<file path="config.mk">
export PLATFORM = sky130hd
export DESIGN_NAME = pipeline_ctrl
export DESIGN_NICKNAME = d
export VERILOG_FILES = /design/src/rtl/pipeline_ctrl.sv
export SDC_FILE = /design/constraint.sdc
export NUM_CORES = 1
export LEC_CHECK = 0
export BUFFER_PORTS_ARGS = -buffer_cell sky130_fd_sc_hd__buf_4
export CORE_MARGIN = 4
export CORE_UTILIZATION = 58
export CTS_BUF_LIST = sky130_fd_sc_hd__clkbuf_8
export CTS_CLUSTER_DIAMETER = 100
export DETAILED_ROUTE_END_ITERATION = 12
export PLACE_DENSITY_LB_ADDON = 0.3
export SLEW_MARGIN = 40
export SYNTH_ARGS = -nofsm -noshare
export SYNTH_HDL_FRONTEND = slang
export SYNTH_SLANG_ARGS = --single-unit
</file>
<file path="constraint.sdc">
create_clock -name clk -period 5.9 [get_ports clk]
set_clock_uncertainty 0.1 [all_clocks]
set_input_delay 0.295 -clock clk [delete_from_list [all_inputs] [get_ports clk]]
set_output_delay 0.295 -clock clk [all_outputs]
set_load 0.05 [all_outputs]
</file>
<file path="src/rtl/pipeline_ctrl.sv">
// rtl/pipeline_ctrl.sv - run-mode sequencer, fetch PC and per-stage update control for the multi-cycle core
//
// Ports:
//   clk, rstn              clock, asynchronous active-low reset
//   boot_rcvd              host boot byte received (pulse), IDLE -> LOAD
//   load_done, boot_sent   load handshakes, latched while in LOAD
//   ex_pc                  PC of the instruction in register EX_IDX
//   ex_wait, ex_busy       execute-stage extra latency / execute unit not ready
//   stop_req               execute-stage instruction is a stop
//   dec_jump, dec_target   decode-stage direct jump and its target
//   redirect, redirect_pc  mispredict from the last stage and the correct PC
//   resume                 leave HALT (pulse)
//   pc                     fetch address
//   mode                   IDLE=0, LOAD=1, EXEC=2, HALT=3
//   stage_update           per-stage code at [2i+1:2i]: 00 hold, 01 advance, 10 flush
//   stage_valid            register i holds a live instruction
//   ex_start               pulse: a new instruction entered execute
//   lat_cnt                cycles spent on the current execute instruction
//   retired                retired-instruction count
module pipeline_ctrl #(
  parameter int              NSTAGE   = 3,
  parameter int              EX_IDX   = 1,
  parameter int              XLEN     = 32,
  parameter int              LAT_W    = 5,
  parameter logic [XLEN-1:0] RESET_PC = '0
) (
  input  logic                clk,
  input  logic                rstn,
  input  logic                boot_rcvd,
  input  logic                load_done,
  input  logic                boot_sent,
  input  logic [XLEN-1:0]     ex_pc,
  input  logic [LAT_W-1:0]    ex_wait,
  input  logic                ex_busy,
  input  logic                stop_req,
  input  logic                dec_jump,
  input  logic [XLEN-1:0]     dec_target,
  input  logic                redirect,
  input  logic [XLEN-1:0]     redirect_pc,
  input  logic                resume,
  output logic [XLEN-1:0]     pc,
  output logic [1:0]          mode,
  output logic [2*NSTAGE-1:0] stage_update,
  output logic [NSTAGE-1:0]   stage_valid,
  output logic                ex_start,
  output logic [LAT_W-1:0]    lat_cnt,
  output logic [31:0]         retired
);

  typedef enum logic [1:0] {
    IDLE = 2'd0,
    LOAD = 2'd1,
    EXEC = 2'd2,
    HALT = 2'd3
  } mode_t;

  localparam logic [1:0] UPD_HOLD  = 2'b00;
  localparam logic [1:0] UPD_ADV   = 2'b01;
  localparam logic [1:0] UPD_FLUSH = 2'b10;

  mode_t             mode_q, mode_d;
  logic [XLEN-1:0]   pc_q, pc_d;
  logic [XLEN-1:0]   halt_pc_q, halt_pc_d;
  logic [LAT_W-1:0]  lat_q, lat_d;
  logic [NSTAGE-1:0] valid_q, valid_d;
  logic              ex_start_q, ex_start_d;
  logic [31:0]       retired_q, retired_d;
  logic              jdone_q, jdone_d;
  logic              load_seen_q, load_seen_d;
  logic              sent_seen_q, sent_seen_d;
  logic [1:0]        upd_code;

  logic in_exec;
  logic red, stp, jhold, adv;
  logic load_ok, sent_ok;

  assign in_exec = (mode_q == EXEC);

  // Qualified events; only meaningful while executing.
  assign red   = in_exec & redirect & valid_q[NSTAGE-1];
  assign stp   = in_exec & stop_req & valid_q[EX_IDX];
  // A jump in decode costs one hold cycle; jdone stops it from re-holding forever.
  assign jhold = in_exec & dec_jump & valid_q[0] & ~jdone_q;
  assign adv   = in_exec & (lat_q >= ex_wait) & ~ex_busy & ~jhold;

  // Handshakes may arrive before or in the same cycle as each other.
  assign load_ok = load_done | load_seen_q;
  assign sent_ok = boot_sent | sent_seen_q;

  always_ff @(posedge clk or negedge rstn) begin
    if (!rstn) begin
      mode_q      <= IDLE;
      pc_q        <= RESET_PC;
      halt_pc_q   <= RESET_PC;
      lat_q       <= '0;
      valid_q     <= '0;
      ex_start_q  <= 1'b0;
      retired_q   <= '0;
      jdone_q     <= 1'b0;
      load_seen_q <= 1'b0;
      sent_seen_q <= 1'b0;
    end else begin
      mode_q      <= mode_d;
      pc_q        <= pc_d;
      halt_pc_q   <= halt_pc_d;
      lat_q       <= lat_d;
      valid_q     <= valid_d;
      ex_start_q  <= ex_start_d;
      retired_q   <= retired_d;
      jdone_q     <= jdone_d;
      load_seen_q <= load_seen_d;
      sent_seen_q <= sent_seen_d;
    end
  end

  always_comb begin
    mode_d      = mode_q;
    pc_d        = pc_q;
    halt_pc_d   = halt_pc_q;
    lat_d       = lat_q;
    valid_d     = valid_q;
    ex_start_d  = 1'b0;
    retired_d   = retired_q;
    jdone_d     = jdone_q;
    load_seen_d = load_seen_q;
    sent_seen_d = sent_seen_q;
    upd_code    = UPD_FLUSH;

    unique case (mode_q)
      IDLE: begin
        if (boot_rcvd) begin
          mode_d = LOAD;
          pc_d   = RESET_PC;
        end
      end
      LOAD: begin
        if (load_ok && sent_ok) begin
          mode_d      = EXEC;
          load_seen_d = 1'b0;
          sent_seen_d = 1'b0;
        end else begin
          load_seen_d = load_ok;
          sent_seen_d = sent_ok;
        end
      end
      EXEC: begin
        if (red) begin
          upd_code = UPD_FLUSH;
          valid_d  = '0;
          pc_d     = redirect_pc;
          lat_d    = '0;
          jdone_d  = 1'b0;
        end else if (stp) begin
          // The stop itself is discarded, so it never reaches retirement.
          upd_code  = UPD_FLUSH;
          valid_d   = '0;
          halt_pc_d = ex_pc + XLEN'(4);
          mode_d    = HALT;
        end else if (adv) begin
          upd_code   = UPD_ADV;
          valid_d    = {valid_q[NSTAGE-2:0], 1'b1};
          pc_d       = pc_q + XLEN'(4);
          lat_d      = '0;
          jdone_d    = 1'b0;
          ex_start_d = 1'b1;
          if (valid_q[NSTAGE-1]) begin
            retired_d = retired_q + 32'd1;
          end
        end else begin
          upd_code = UPD_HOLD;
          if (jhold) begin
            pc_d    = dec_target;
            jdone_d = 1'b1;
          end
          if ((lat_q < ex_wait) && (lat_q != {LAT_W{1'b1}})) begin
            lat_d = lat_q + LAT_W'(1);
          end
        end
      end
      HALT: begin
        if (resume) begin
          mode_d = EXEC;
          pc_d   = halt_pc_q;
          lat_d  = '0;
        end
      end
      default: begin
        mode_d = IDLE;
      end
    endcase
  end

  assign pc           = pc_q;
  assign mode         = mode_q;
  assign stage_update = {NSTAGE{upd_code}};
  assign stage_valid  = valid_q;
  assign ex_start     = ex_start_q;
  assign lat_cnt      = lat_q;
  assign retired      = retired_q;

endmodule

</file>
== Word level (Yosys, flattened, before mapping) ==
Cells that the tools add are included.

* Div/mod/pow operators: 0
* Shift operators: 0
* Multipliers: 0
* Muxes and demuxes: 36
* $lt $le $gt $ge: 2
* Bitwise operators: 17
* Equal/unequal tests: 13
* Reductions and logical operators: 14
* Add/subtract/negate cells: 4

{| class="wikitable"
|+ Operators with widths
! operator !! count
|-
| 32-bit 2-to-1 mux || 6
|-
| 32-bit case mux with 3 select lines || 1
|-
| 32-bit by 3-bit adder with 32-bit output, second input constant || 2
|-
| 32-bit by 1-bit adder with 32-bit output, second input constant || 1
|-
| 5-bit 2-to-1 mux || 5
|-
| 2-bit 2-to-1 mux || 8
|-
| 5-bit AND reduction || 3
|-
| 1-bit 2-to-1 mux || 11
|-
| 1-bit bitwise AND || 10
|-
| 2-bit inequality test, second input constant || 5
|-
| 5-bit case mux with 2 select lines || 1
|-
| 3-bit 2-to-1 mux || 3
|-
| 3-bit nonzero test || 3
|-
| 4-bit by 1-bit inequality test with 1-bit output, second input constant || 2
|-
| 2-bit case mux with 4 select lines || 1
|-
| 3-bit AND reduction || 2
|-
| 5-bit by 1-bit adder with 5-bit output, second input constant || 1
|-
| 5-bit >= comparator || 1
|-
| 5-bit < comparator || 1
|-
| 5-bit inequality test, second input constant || 1
|-
| 1-bit NOT || 5
|-
| 2-bit == test, second input constant || 2
|-
| 4-bit AND reduction || 1
|-
| 3-bit inequality test, second input constant || 1
|-
| other kinds (7) || 9
|}

* Latch bits: 0
* Word-level logic and storage cells: 96
* Memories: 0
* Register bits: 110
* Output and inout port bits: 81
* ROM bits: 0
* Bits in writable memories: 0
* Bits of input ports: 111

== Logic depth before layout (Yosys ltp) ==
Gate-level depths: netlist (run 1).

* Depth after elaboration: 10
* Gate-level depth with buffers: 9
* Mapped depth without buffers: 8

== Least setup slack after synthesis (run 1) ==
OpenSTA, ideal clock, no wires.

* Kind: register to register
* Start point: register lat_q[2] (netlist: lat_cnt[2])
* End point: register lat_q[0] (netlist: lat_cnt[0])
* Data required time: 5.651 ns
* Library setup time: 0.149 ns
* Stages on the path, launching flop included: 8
* Buffers on the path: 0
* Setup slack: 3.212 ns
* Clock period less this slack: 2.688 ns
* Arrival: 2.439 ns
* Cells stage by stage: dfrtp_1 ha_1 a21oi_1 o221a_2 nor2_2 o311ai_1 nand2b_1 o21ai_0

* Cells in the longest elaborated chain, start to end: 8
* Elaborated cells on any way between the ends: 13
* Classes of those cells: order compare (2); eq/ne (2); mux (4); bitwise (3); reduce/logical (2)

{| class="wikitable"
|+ RTL lines
! element !! line !! RTL
|-
| start, declared || 64 || <nowiki>logic [LAT_W-1:0] lat_q, lat_d;</nowiki>
|-
| start signal, assigned || 106 || <nowiki>lat_q <= lat_d;</nowiki>
|-
| 5-bit >= comparator || 84 || <nowiki>assign adv = in_exec & (lat_q >= ex_wait) & ~ex_busy & ~jhold;</nowiki>
|-
| 1-bit bitwise AND (3 in a row) || 84 ||
|-
| 5-bit 2-to-1 mux || 159 || <nowiki>end else if (adv) begin</nowiki>
|-
| 5-bit 2-to-1 mux || 153 || <nowiki>end else if (stp) begin</nowiki>
|-
| 5-bit 2-to-1 mux || 147 || <nowiki>if (red) begin</nowiki>
|-
| 5-bit case mux with 2 select lines || 129 || <nowiki>unique case (mode_q)</nowiki>
|}

Parallel ways exist; a longest one is shown, timed or not. The select of a mux whose other input is x is not followed.
A chain may end at the register's enable or synchronous reset.

== Worst setup path after layout (run 1) ==
* Start point: register mode_q[1] (netlist: mode[1])
* End point: register pc_q[20] (netlist: pc[20])

* Cells in the longest elaborated chain, start to end: 10
* Elaborated cells on any way between the ends: 24
* Classes of those cells: eq/ne (6); mux (4); bitwise (11); reduce/logical (3)

{| class="wikitable"
|+ RTL lines
! element !! line !! RTL
|-
| start, declared || 61 || <nowiki>mode_t mode_q, mode_d;</nowiki>
|-
| start signal, assigned || 103 || <nowiki>mode_q <= mode_d;</nowiki>
|-
| 2-bit == test || 77, 129 ||
|-
| 1-bit bitwise AND (3 in a row) || 83 || <nowiki>assign jhold = in_exec & dec_jump & valid_q[0] & ~jdone_q;</nowiki>
|-
| 1-bit NOT || 84 ||
|-
| 1-bit bitwise AND || 84 ||
|-
| 32-bit 2-to-1 mux || 159 ||
|-
| 32-bit 2-to-1 mux || 153 ||
|-
| 32-bit 2-to-1 mux || 147 ||
|-
| 32-bit case mux with 3 select lines || 129 ||
|-
| end signal, assigned || 104 || <nowiki>pc_q <= pc_d;</nowiki>
|-
| end, declared || 62 || <nowiki>logic [XLEN-1:0] pc_q, pc_d;</nowiki>
|}

Parallel ways exist; a longest one is shown, timed or not. The select of a mux whose other input is x is not followed.

==> reports/summary.txt, run 1 <==
Final Hold Viols = 0
total CTS buffers = 9
H-tree levels = 3
global-route wire length before repair = 31.3 mm
leakage power = 3.79 nW
CTS tree = yes
GR Util All Layers = 30.3%
Worst Tran Pin Value = 0.787 ns
largest net degree at the start of global routing = 63
sequential standard cell area = 2750 µm²
Starting DRT DRC Count = 756
area leader, netlist = dfrtp_1
Max VDD drop = 0.338 mV
area of placed instances = 7970 µm²
fin nets = 1025
met3 wire len = 1.96 mm
RSZ-0062 raised after global routing = false
DRC Markers = 0
fill count = 817
final hold slack = 0.0511 ns
vias = 6447
Die Wd = 114 µm
WP data arrival = 3.38 ns
P&R area growth vs syn = 26.3%
design area = 8200 µm²
synth top area cells = dfrtp_1 (42%), nand2_1 (6.5%), xor2_1 (5.0%)
Die Y = 114 µm
area of the multi-input gates = 3520 µm²
Finished Layout Cells = 1049
worst hold start = ex_pc[2]
mean post-synth cell area = 8.85 µm²
gp weighted congestion = 0.942
Initial Util = 59.7%
fin crit share = 54.4%
Max Fclk = 0.311 GHz
WL met1 = 8.27 mm
Rows = 38
Ports = 192
layout cells sized above 1 = 26.2%
critical path start-end classification = reg -> reg
Avg WL per Cell = 19.0 µm
clock tree root buffer cell = clkbuf_8
r2r startpoint = mode[1]
crit end category = flop
1st-pass router iterations = 6
vias in the first global route = 6124
syn_nets = 855
status = completed
uppermost routed layer = met4
clock buffer depth = 2
Seq/Total Area, Yosys = 42.4%
Gates resized, CTS repair = 0
Rel. slew slack = 46.7%
Required @ worst endpoint = 6.07 ns
Worst-path clk slew = 0.10 ns
R2R Path End = pc[20]
Congestion Overflow GR = 0
Clock Sink Count = 110
Yosys top cell area share = 42.4%
Routed WL = 19.9 mm
worst skew pair latency = 0.37 ns
Distinct cells, synth = 62
PortBufs = 191
Mapped Area = 6500 µm²
DP Cell Count = 1032
metal2 WL = 9.13 mm
final core occ = 75.3%
Antenna diodes = 0
Critical Path Start = mode[1]
Final ANT Viol Nets = 0
Post-synth ARST share = 100%
Worst Hold Depth = 2
Hold EP = halt_pc_q[2]
Crit Path Max Fanout = 22
Hold/Removal Path Class = in -> reg
Final Critical Period = 3.21 ns
Seq cells post-synth = 110
final setup fails = 0
ys flop type = dfrtp_1
type of origin of the critical path = flop
pwr/cell area = 445 nW/µm²
R2R setup slack = 2.69 ns
core area = 10900 µm²
initial antenna violation count = 0
Synth warnings = 0
Syn Inst Count = 734
Final Max Tran Viols = 0
MaxCap Viol Count = 0
Avg Vias per Cell = 6.15
Post-DP HPWL = 15.1 mm
Die ar. = 13000 µm²
EDFF count, synth = 0
Setup TNS = 0 ns
path depth of the worst reg2reg path = 6
==> layout by cell type, fill, tap and decap left out, drive strengths merged, types with 6 or more instances in the layout <==
cell type and instances:
xor2 37, a22oi 15, nor4 9, o21ai 58, buf 195, mux2 6
clkbuf 11, nor3 25, nor2 45, nand2 112, nand4 17, o221ai 12
a21oi 38, xnor2 34, and4 6, a222oi 8, dfrtp 110, inv 21
ha 10, and3 14, nand3 48
==> cell type report <==
type                       instances  area share, %
clock buffer                      11           1.85
sequential                       110           33.6
tap                              140           2.14
inverter                          19          0.869
timing repair buffer             196           18.0
clock inverter                     5          0.686
multi-input combinational        568           42.9
==> kinds of logic after synthesis <==
group	Yosys count	synth area share, %
adders and majority gates	10	1.93
AOI/OAI and AO/OA	175	17.5
and+or+nand+nor	300	22.6
muxes	12	2.16
DFF	110	42.4
xor gates and xnor gates	71	9.57
buffers and inverters	56	3.87
==> registers in the layout (all words and copies together), names as in the netlist <==
| register | count |
|---|---|
| halt_pc_q | 32 |
| retired | 32 |
| pc | 32 |
| load_seen_q | 1 |
| lat_cnt | 5 |
| ex_start | 1 |
| sent_seen_q | 1 |
| jdone_q | 1 |
| stage_valid | 3 |
| mode | 2 |
==> critical path: stages (launching register included) <==
cell and delay (ns):
dfrtp_1 0.59, nand2b_1 0.36, nor4b_1 0.72, a211oi_4 0.22, nand2_1 0.66, nor2_1 0.14, a211o_1 0.30
==> stage by stage <==
stage | worst slack, ns | total power [mW]
finish | 2.69 | 3.65
global route | 2.50 | 3.85
CTS | 2.46 | 3.62
detailed placement | 2.46 | 3.15
global placement | 2.72 | 3.08
floorplan | 3.21 | 2.54
==> metal layers <==
layer	GRT usage, %	vias up
met4	12.8	0
met5	0	-
met1	42.3	3039
li1	-	3001
met2	46.6	365
met3	5.78	42
==> cells in the mapped netlist (4+ instances only) <==
cell	n
ha_1	10
mux2i_1	5
o41ai_1	4
buf_4	8
dfrtp_1	110
a21oi_1	38
nor3_1	22
and4_1	6
and3_1	14
nand3_1	46
mux2_2	6
xor2_1	37
a222oi_1	8
nand4_1	16
nor4_1	9
buf_2	9
clkbuf_1	18
xnor2_1	34
inv_1	19
nor2_1	43
a22oi_1	15
nand2_1	112
o31a_1	4
a31oi_1	5
o31ai_1	4
o221ai_1	12
a211o_1	4
or3_1	4
o21ai_0	57
nand2b_1	4
o22ai_1	5
==> worst max path at each step <==
stage               slack (ns)               to
floorplan                 3.21       lat_cnt[0]
global placement          2.72            pc[8]
detailed placement        2.46           pc[10]
CTS                       2.46  stage_update[0]
global route              2.50  stage_update[2]
finish                    2.69           pc[20]
==> timing repair <==
action / CTS / global route
buffers inserted: 0 / 0
hold endpoints to repair: 53 / 0
hold buffers: 1 / 0
==> where the power goes <==
part	internal (mW)	switching [mW]	leakage (nW)
Sequential	0.998	0.272	1.41
Combinational	0.618	1.29	2.27
Clock	0.220	0.253	0.111
Total	1.84	1.81	3.79
Power figures use the tool's default switching activity.
==> inputs of run 2 (changes only) <==
CORE_UTILIZATION = 54   (was 58)
clock period = 3 ns   (was 5.9 ns; I/O delays follow)
==> run 2 against run 1 <==
Die area grew 6.9%. Non-clock buffer count grew 62. Clock power grew 120%. Design area grew 7.2%. Sequential share of layout area shrank 2.3 points. Worst hold slack lost 0.040 ns. Critical path type is now reg -> out. First-iteration DRC count grew 14%. Wire length grew 4.8%.
==> reports/summary.txt, run 2 (synthesized netlist as in run 1, its figures left out) <==
MaxCap Viol Count = 0 (unchanged)
Avg Vias per Cell = 6.03 (-1.8%)
H-tree levels = 3 (unchanged)
design area = 8800 µm² (+7.2%)
r2r startpoint = lat_cnt[2]
gp weighted congestion = 0.956 (+1.5%)
Final Max Tran Viols = 0 (unchanged)
Setup TNS = 0 ns (unchanged)
Die Y = 118 µm (+3.4%)
Rel. slew slack = 47.8% (+1.1 points)
1st-pass router iterations = 5 (-1)
Critical Path Start = lat_cnt[2]
path depth of the worst reg2reg path = 7 (+1)
final worst slack = 0.239 ns (-2.45 ns)
final core occ = 75.7% (+0.41 points)
crit end category = output port
Crit Path Max Fanout = 11 (-50%)
Final Critical Period = 2.76 ns
fill count = 810 (-0.86%)
status = completed
final setup fails = 0 (unchanged)
Antenna diodes = 0 (unchanged)
Worst Tran Pin Value = 0.783 ns (-0.00453 ns)
postcts setup bufs = 0 (unchanged)
clock tree root buffer cell = clkbuf_8
Clock Sink Count = 110 (unchanged)
commonest non-fill, non-tap cells in the layout = buf_4 (212), nand2_1 (111), dfrtp_1 (110)
Bufs and invs on worst path = 1 (+1)
Max VDD drop = 0.436 mV (+29%)
Stages on worst setup path = 6 (unchanged)
Setup Slack @ Placement = 0.295 ns (-2.17 ns)
sequential standard cell area = 2750 µm² (unchanged)
fin nets = 1087 (+6.0%)
layout cells sized above 1 = 26.2% (about the same)
global-route wire length before repair = 33.5 mm (+7.0%)
Hold/Removal Path Class = in -> reg
Worst Setup EP = stage_update[4]
CP cell instances = ha_1 -> nand4_1 -> o221ai_1 -> nand2_1 -> nor2_2 -> buf_4
Initial Util = 55.9% (-3.7 points)
Die Wd = 118 µm (+3.4%)
Die ar. = 13800 µm² (+6.9%)
R2R Path End = retired[6]
Final Hold Viols = 0 (unchanged)
WP data arrival = 2.51 ns (-0.87 ns)
CTS tree = yes
R2R setup slack = 0.25 ns (-2.44 ns)
leakage power = 4.07 nW (+7.3%)
Post-DP HPWL = 15.6 mm (+3.2%)
Max Fclk = 0.362 GHz
GR Util All Layers = 29.5% (-0.85 points)
P&R area growth vs syn = 35.4%
total CTS buffers = 9 (unchanged)
vias = 6722 (+4.3%)
pwr/cell area = 847 nW/µm² (+90%)
largest net degree at the start of global routing = 62 (-1.6%)
Routed WL = 20.9 mm (+4.8%)
initial antenna violation count = 0 (unchanged)
worst skew pair latency = 0.38 ns (about the same)
Required @ worst endpoint = 2.75 ns (-3.32 ns)
fin crit share = 92.0%
Congestion Overflow GR = 0 (unchanged)
Crit path max-delay family = simple AND/OR/NAND/NOR gates
Worst-path clk slew = 0.11 ns (about the same)
area of placed instances = 8090 µm² (+1.5%)
CP max stage cell = dfrtp_1
Starting DRT DRC Count = 863 (+14%)
RSZ-0062 raised after global routing = false
core area = 11600 µm² (+6.7%)
Avg WL per Cell = 18.7 µm (-1.3%)
Final ANT Viol Nets = 0 (unchanged)
Rows = 39 (+2.6%)
vias in the first global route = 6435 (+5.1%)
area of the multi-input gates = 3500 µm² (-0.57%)
final hold slack = 0.0109 ns (-0.0402 ns)
critical path start-end classification = reg -> out
commonest non-fill, non-tap cell in the layout = buf_4
DRC Markers = 0 (unchanged)
Ports = 192 (unchanged)
clock buffer depth = 2 (unchanged)
Critical Path Max Stage Delay = 0.45 ns (-0.27 ns)
PortBufs = 191 (unchanged)
type of origin of the critical path = flop
## run 2: cell type report
| type | instances | share of cell area (%) |
|---|---|---|
| tap | 143 | 2.03 |
| clock buffer | 11 | 1.72 |
| sequential | 110 | 31.3 |
| clock inverter | 5 | 1.01 |
| timing repair buffer | 258 | 23.3 |
| inverter | 19 | 0.811 |
| multi-input combinational | 568 | 39.8 |
## run 2: timing repair
item | in CTS | in global routing
endpoints found under the hold margin | 95 | 0
hold buffers | 46 | 0
resized for setup | 0 | 1
setup endpoints to repair | 0 | 3
## run 2: per-layer routing
| layer | GRT usage (%) | wire length, µm | up-vias |
|---|---|---|---|
| li1 | - | - | 3129 |
| met1 | 39.2 | 8550 | 3188 |
| met2 | 48.3 | 9920 | 378 |
| met3 | 7.88 | 2090 | 27 |
| met4 | 6.74 | 318 | 0 |
| met5 | 0 | 0 | - |
## run 2: worst min path at each step
stage	start	endpoint	depth (start not counted)
after global routing	dec_target[2]	pc[2]	3
final	dec_target[2]	pc[2]	3
after global placement	rstn	ex_start	1
after detailed placement	rstn	ex_start	1
after floorplan	rstn	ex_start	0
after CTS	redirect_pc[18]	pc[18]	3
## run 2: worst reg2reg max path, cell delays in order (launching register included)
cell and delay (ns):
dfrtp_1 0.45, ha_1 0.32, nand4_1 0.14, o221a_2 0.38
nor3_4 0.41, and3_1 0.48, nand4_1 0.19, xnor2_1 0.21
## run 2: report_power, final
group,leakage (nW),internal [mW],switching (mW)
Combinational,2.54,1.35,2.57
Clock,0.122,0.525,0.519
Sequential,1.41,1.96,0.518
## run 2: stage by stage
step / std cells / power (mW)
6_report: 1114 / 7.45
5_1_grt: 1114 / 7.88
4_1_cts: 1114 / 7.41
3_5_place_dp: 1052 / 6.32
3_3_place_gp: 1052 / 6.22
2_1_floorplan: 734 / 4.99
==> inputs of run 3 (changes only) <==
ABC_AREA = 1   (was default)
CORE_UTILIZATION = 30   (was 54)
==> run 3 against run 2 <==
Power rose by 4.5%. Register-to-register slack improved by 0.10 ns. Worst hold slack improved by 0.010 ns. Sequential power rose by 3%. Clock power fell by 8%. Die area rose by 110%.
==> reports/summary.txt, run 3 <==
status = completed
Seq/Total Area, Yosys = 35.1% (-7.3 points)
Rel. slew slack = 62.6% (+15 points)
Die Y = 170 µm (+44%)
area leader, netlist = dfrtp_1
Yosys top cell area share = 35.1% (-7.3 points)
worst hold start = dec_target[26]
total CTS buffers = 9 (unchanged)
gp weighted congestion = 0.937 (-2.0%)
CTS tree = yes
sequential standard cell area = 2750 µm² (unchanged)
Avg WL per Cell = 15.7 µm (-16%)
Clock Sink Count = 110 (unchanged)
Max Fclk = 0.378 GHz (+4.3%)
Final ANT Viol Nets = 0 (unchanged)
fin nets = 1526 (+40%)
Mapped Area = 7850 µm² (+21%)
Die Wd = 170 µm (+44%)
Post-synth top cells = nand2_1 (414), inv_1 (147), nor2_1 (126)
mean post-synth cell area = 6.58 µm² (-26%)
Worst-path clk slew = 0.13 ns (+0.02 ns)
Setup TNS = 0 ns (unchanged)
vias = 8267 (+23%)
type of origin of the critical path = flop
Final Max Tran Viols = 0 (unchanged)
Critical Path Start = lat_cnt[2]
Worst Hold Depth = 5 (+2)
Routed WL = 27.4 mm (+31%)
Avg Vias per Cell = 4.75 (-21%)
crit end category = flop
vias in the first global route = 7886 (+23%)
Post-synth ARST share = 100% (unchanged)
CP cell instances = ha_1 -> nand2_1 -> nor2_1 -> nand2_1 -> nand3_1 -> nand3_2 -> nor2_2 -> nand2_2 -> inv_2 -> o21ai_0 -> o21ai_0
Worst Tran Pin Value = 0.560 ns (-0.222 ns)
Final Hold Viols = 0 (unchanged)
Ports = 192 (unchanged)
r2r startpoint = lat_cnt[2]
critical path start-end classification = reg -> reg
CP max stage cell = dfrtp_1
pwr/cell area = 766 nW/µm² (-9.6%)
area of the multi-input gates = 4320 µm² (+23%)
clock buffer depth = 2 (unchanged)
Crit Path Max Fanout = 27 (+16)
initial antenna violation count = 2 (+2)
global-route wire length before repair = 42.6 mm (+27%)
MaxCap Viol Count = 0 (unchanged)
final setup fails = 0 (unchanged)
R2R setup slack = 0.35 ns (+0.10 ns)
Seq cells post-synth = 110 (unchanged)
count leader, synth = nand2_1
Initial Util = 30.8% (-25 points)
P&R area growth vs syn = 29.5%
Syn Inst Count = 1192 (+62%)
GR Util All Layers = 18.6% (-11 points)
fill count = 2733 (+240%)
RSZ-0062 raised after global routing = false
syn_nets = 1313 (+54%)
fin crit share = 88.2% (-3.8 points)
Hold EP = pc[26]
leakage power = 5.14 nW (+26%)
Die ar. = 28800 µm² (+110%)
Rows = 58 (+49%)
DRC Markers = 0 (unchanged)
worst skew pair latency = 0.40 ns (+0.02 ns)
clock tree root buffer cell = clkbuf_8
Final Total Pwr = 7.78 mW (+4.5%)
R2R Path End = retired[15]
Final Critical Period = 2.65 ns (-0.114 ns)
Hold/Removal Path Class = in -> reg
path depth of the worst reg2reg path = 11 (+4)
Required @ worst endpoint = 3.22 ns (+0.47 ns)
Congestion Overflow GR = 0 (unchanged)
Distinct cells, synth = 39 (-37%)
Starting DRT DRC Count = 544 (-37%)
Synth warnings = 0 (unchanged)
H-tree levels = 3 (unchanged)
commonest non-fill, non-tap cell in the layout = nand2_1
ys flop type = dfrtp_1
largest net degree at the start of global routing = 42 (-32%)
layout cells sized above 1 = 18.2% (-7.9 points)
commonest non-fill, non-tap cells in the layout = nand2_1 (414), buf_4 (203), inv_1 (147)
Max VDD drop = 0.538 mV (+23%)
Post-DP HPWL = 21.9 mm (+41%)
postcts setup bufs = 0 (unchanged)
EDFF count, synth = 0 (unchanged)
Gates resized, CTS repair = 0 (unchanged)
1st-pass router iterations = 5 (unchanged)
core area = 25500 µm² (+120%)
Critical Path Max Stage Delay = 0.46 ns (about the same)
PortBufs = 191 (unchanged)
synth top area cells = dfrtp_1 (35%), nand2_1 (20%), inv_1 (7.0%)
WP data arrival = 2.87 ns (+0.36 ns)
==> run 3: changes by cell type after synthesis, sizes merged, moves of 13 or more <==
cell,previous run,this run
a21oi,38,18
a22oi,15,0
and3,14,0
inv,19,154
nand2,112,419
nand3,48,72
nor2,45,141
o21ai,58,77
o21bai,0,13
==> run 3: metal layers <==
layer	vias up	GRT usage [%]	part of all wire, %
met5	-	0	0
met4	0	6.83	3.0
met3	35	2.03	5.7
met2	242	29.9	46
met1	3840	26.0	45
li1	4150	-	-
==> run 3: how the worst max path moves through the flow <==
stage                           end  depth (start not counted)  slack [ns]
finish                  retired[15]                         11        0.35
floorplan           stage_update[3]                          7        0.54
detailed placement      retired[15]                         11        0.40
global placement        retired[15]                         11        0.48
CTS                     retired[15]                         11        0.36
global route            retired[15]                         11        0.10
==> run 3: kinds of logic after synthesis <==
group                    count (synthesis)  share of synthesized area [%]
buffers and inverters                  191                           9.89
flip-flops                             110                           35.1
AO/OA/AOI/OAI                          125                           9.39
AND/OR/NAND/NOR                        690                           36.7
adder cells (fa/ha/maj)                 10                           1.59
XOR/XNOR                                66                           7.37
==> run 3: what timing repair did <==
item | CTS | global route
endpoints found under the hold margin | 104 | 0
endpoints found under the setup margin | 0 | 0
hold buffers | 34 | 0
==> run 3: cell type report <==
class                      instances  area share [%]
multi-input combinational        891            42.5
clock inverter                     7           0.800
antenna                            2          0.0493
timing repair buffer             238            18.5
sequential                       110            27.1
tap                              330            4.06
clock buffer                       9            1.22
inverter                         155            5.73
==> run 3: where the power goes <==
group	switching (mW)	total (mW)	internal (mW)
sequential	0.571	2.56	1.99
combinational	2.90	4.27	1.36
clock	0.611	0.953	0.342
==> run 3: through the flow <==
stage	setup WS [ns]	hold slack [ns]	utilization, %	area [µm²]	cells
2_1_floorplan	0.536	-0.246	-	7850	1192
3_3_place_gp	0.478	0.196	37.7	9590	1689
3_5_place_dp	0.397	-0.0265	37.7	9610	1690
4_1_cts	0.356	0.0000908	39.9	10200	1740
5_1_grt	0.103	0.0408	39.9	10200	1742
6_report	0.353	0.0211	39.9	10200	1742
==> run 3: critical path, delay by kind of cell, from the launching register on <==
family                   cells  cell delay [ns]
adder cells (fa/ha/maj)      1             0.32
buffers and inverters        1             0.43
flip-flops                   1             0.46
AND/OR/NAND/NOR              7             0.98
AO/OA/AOI/OAI                2             0.26
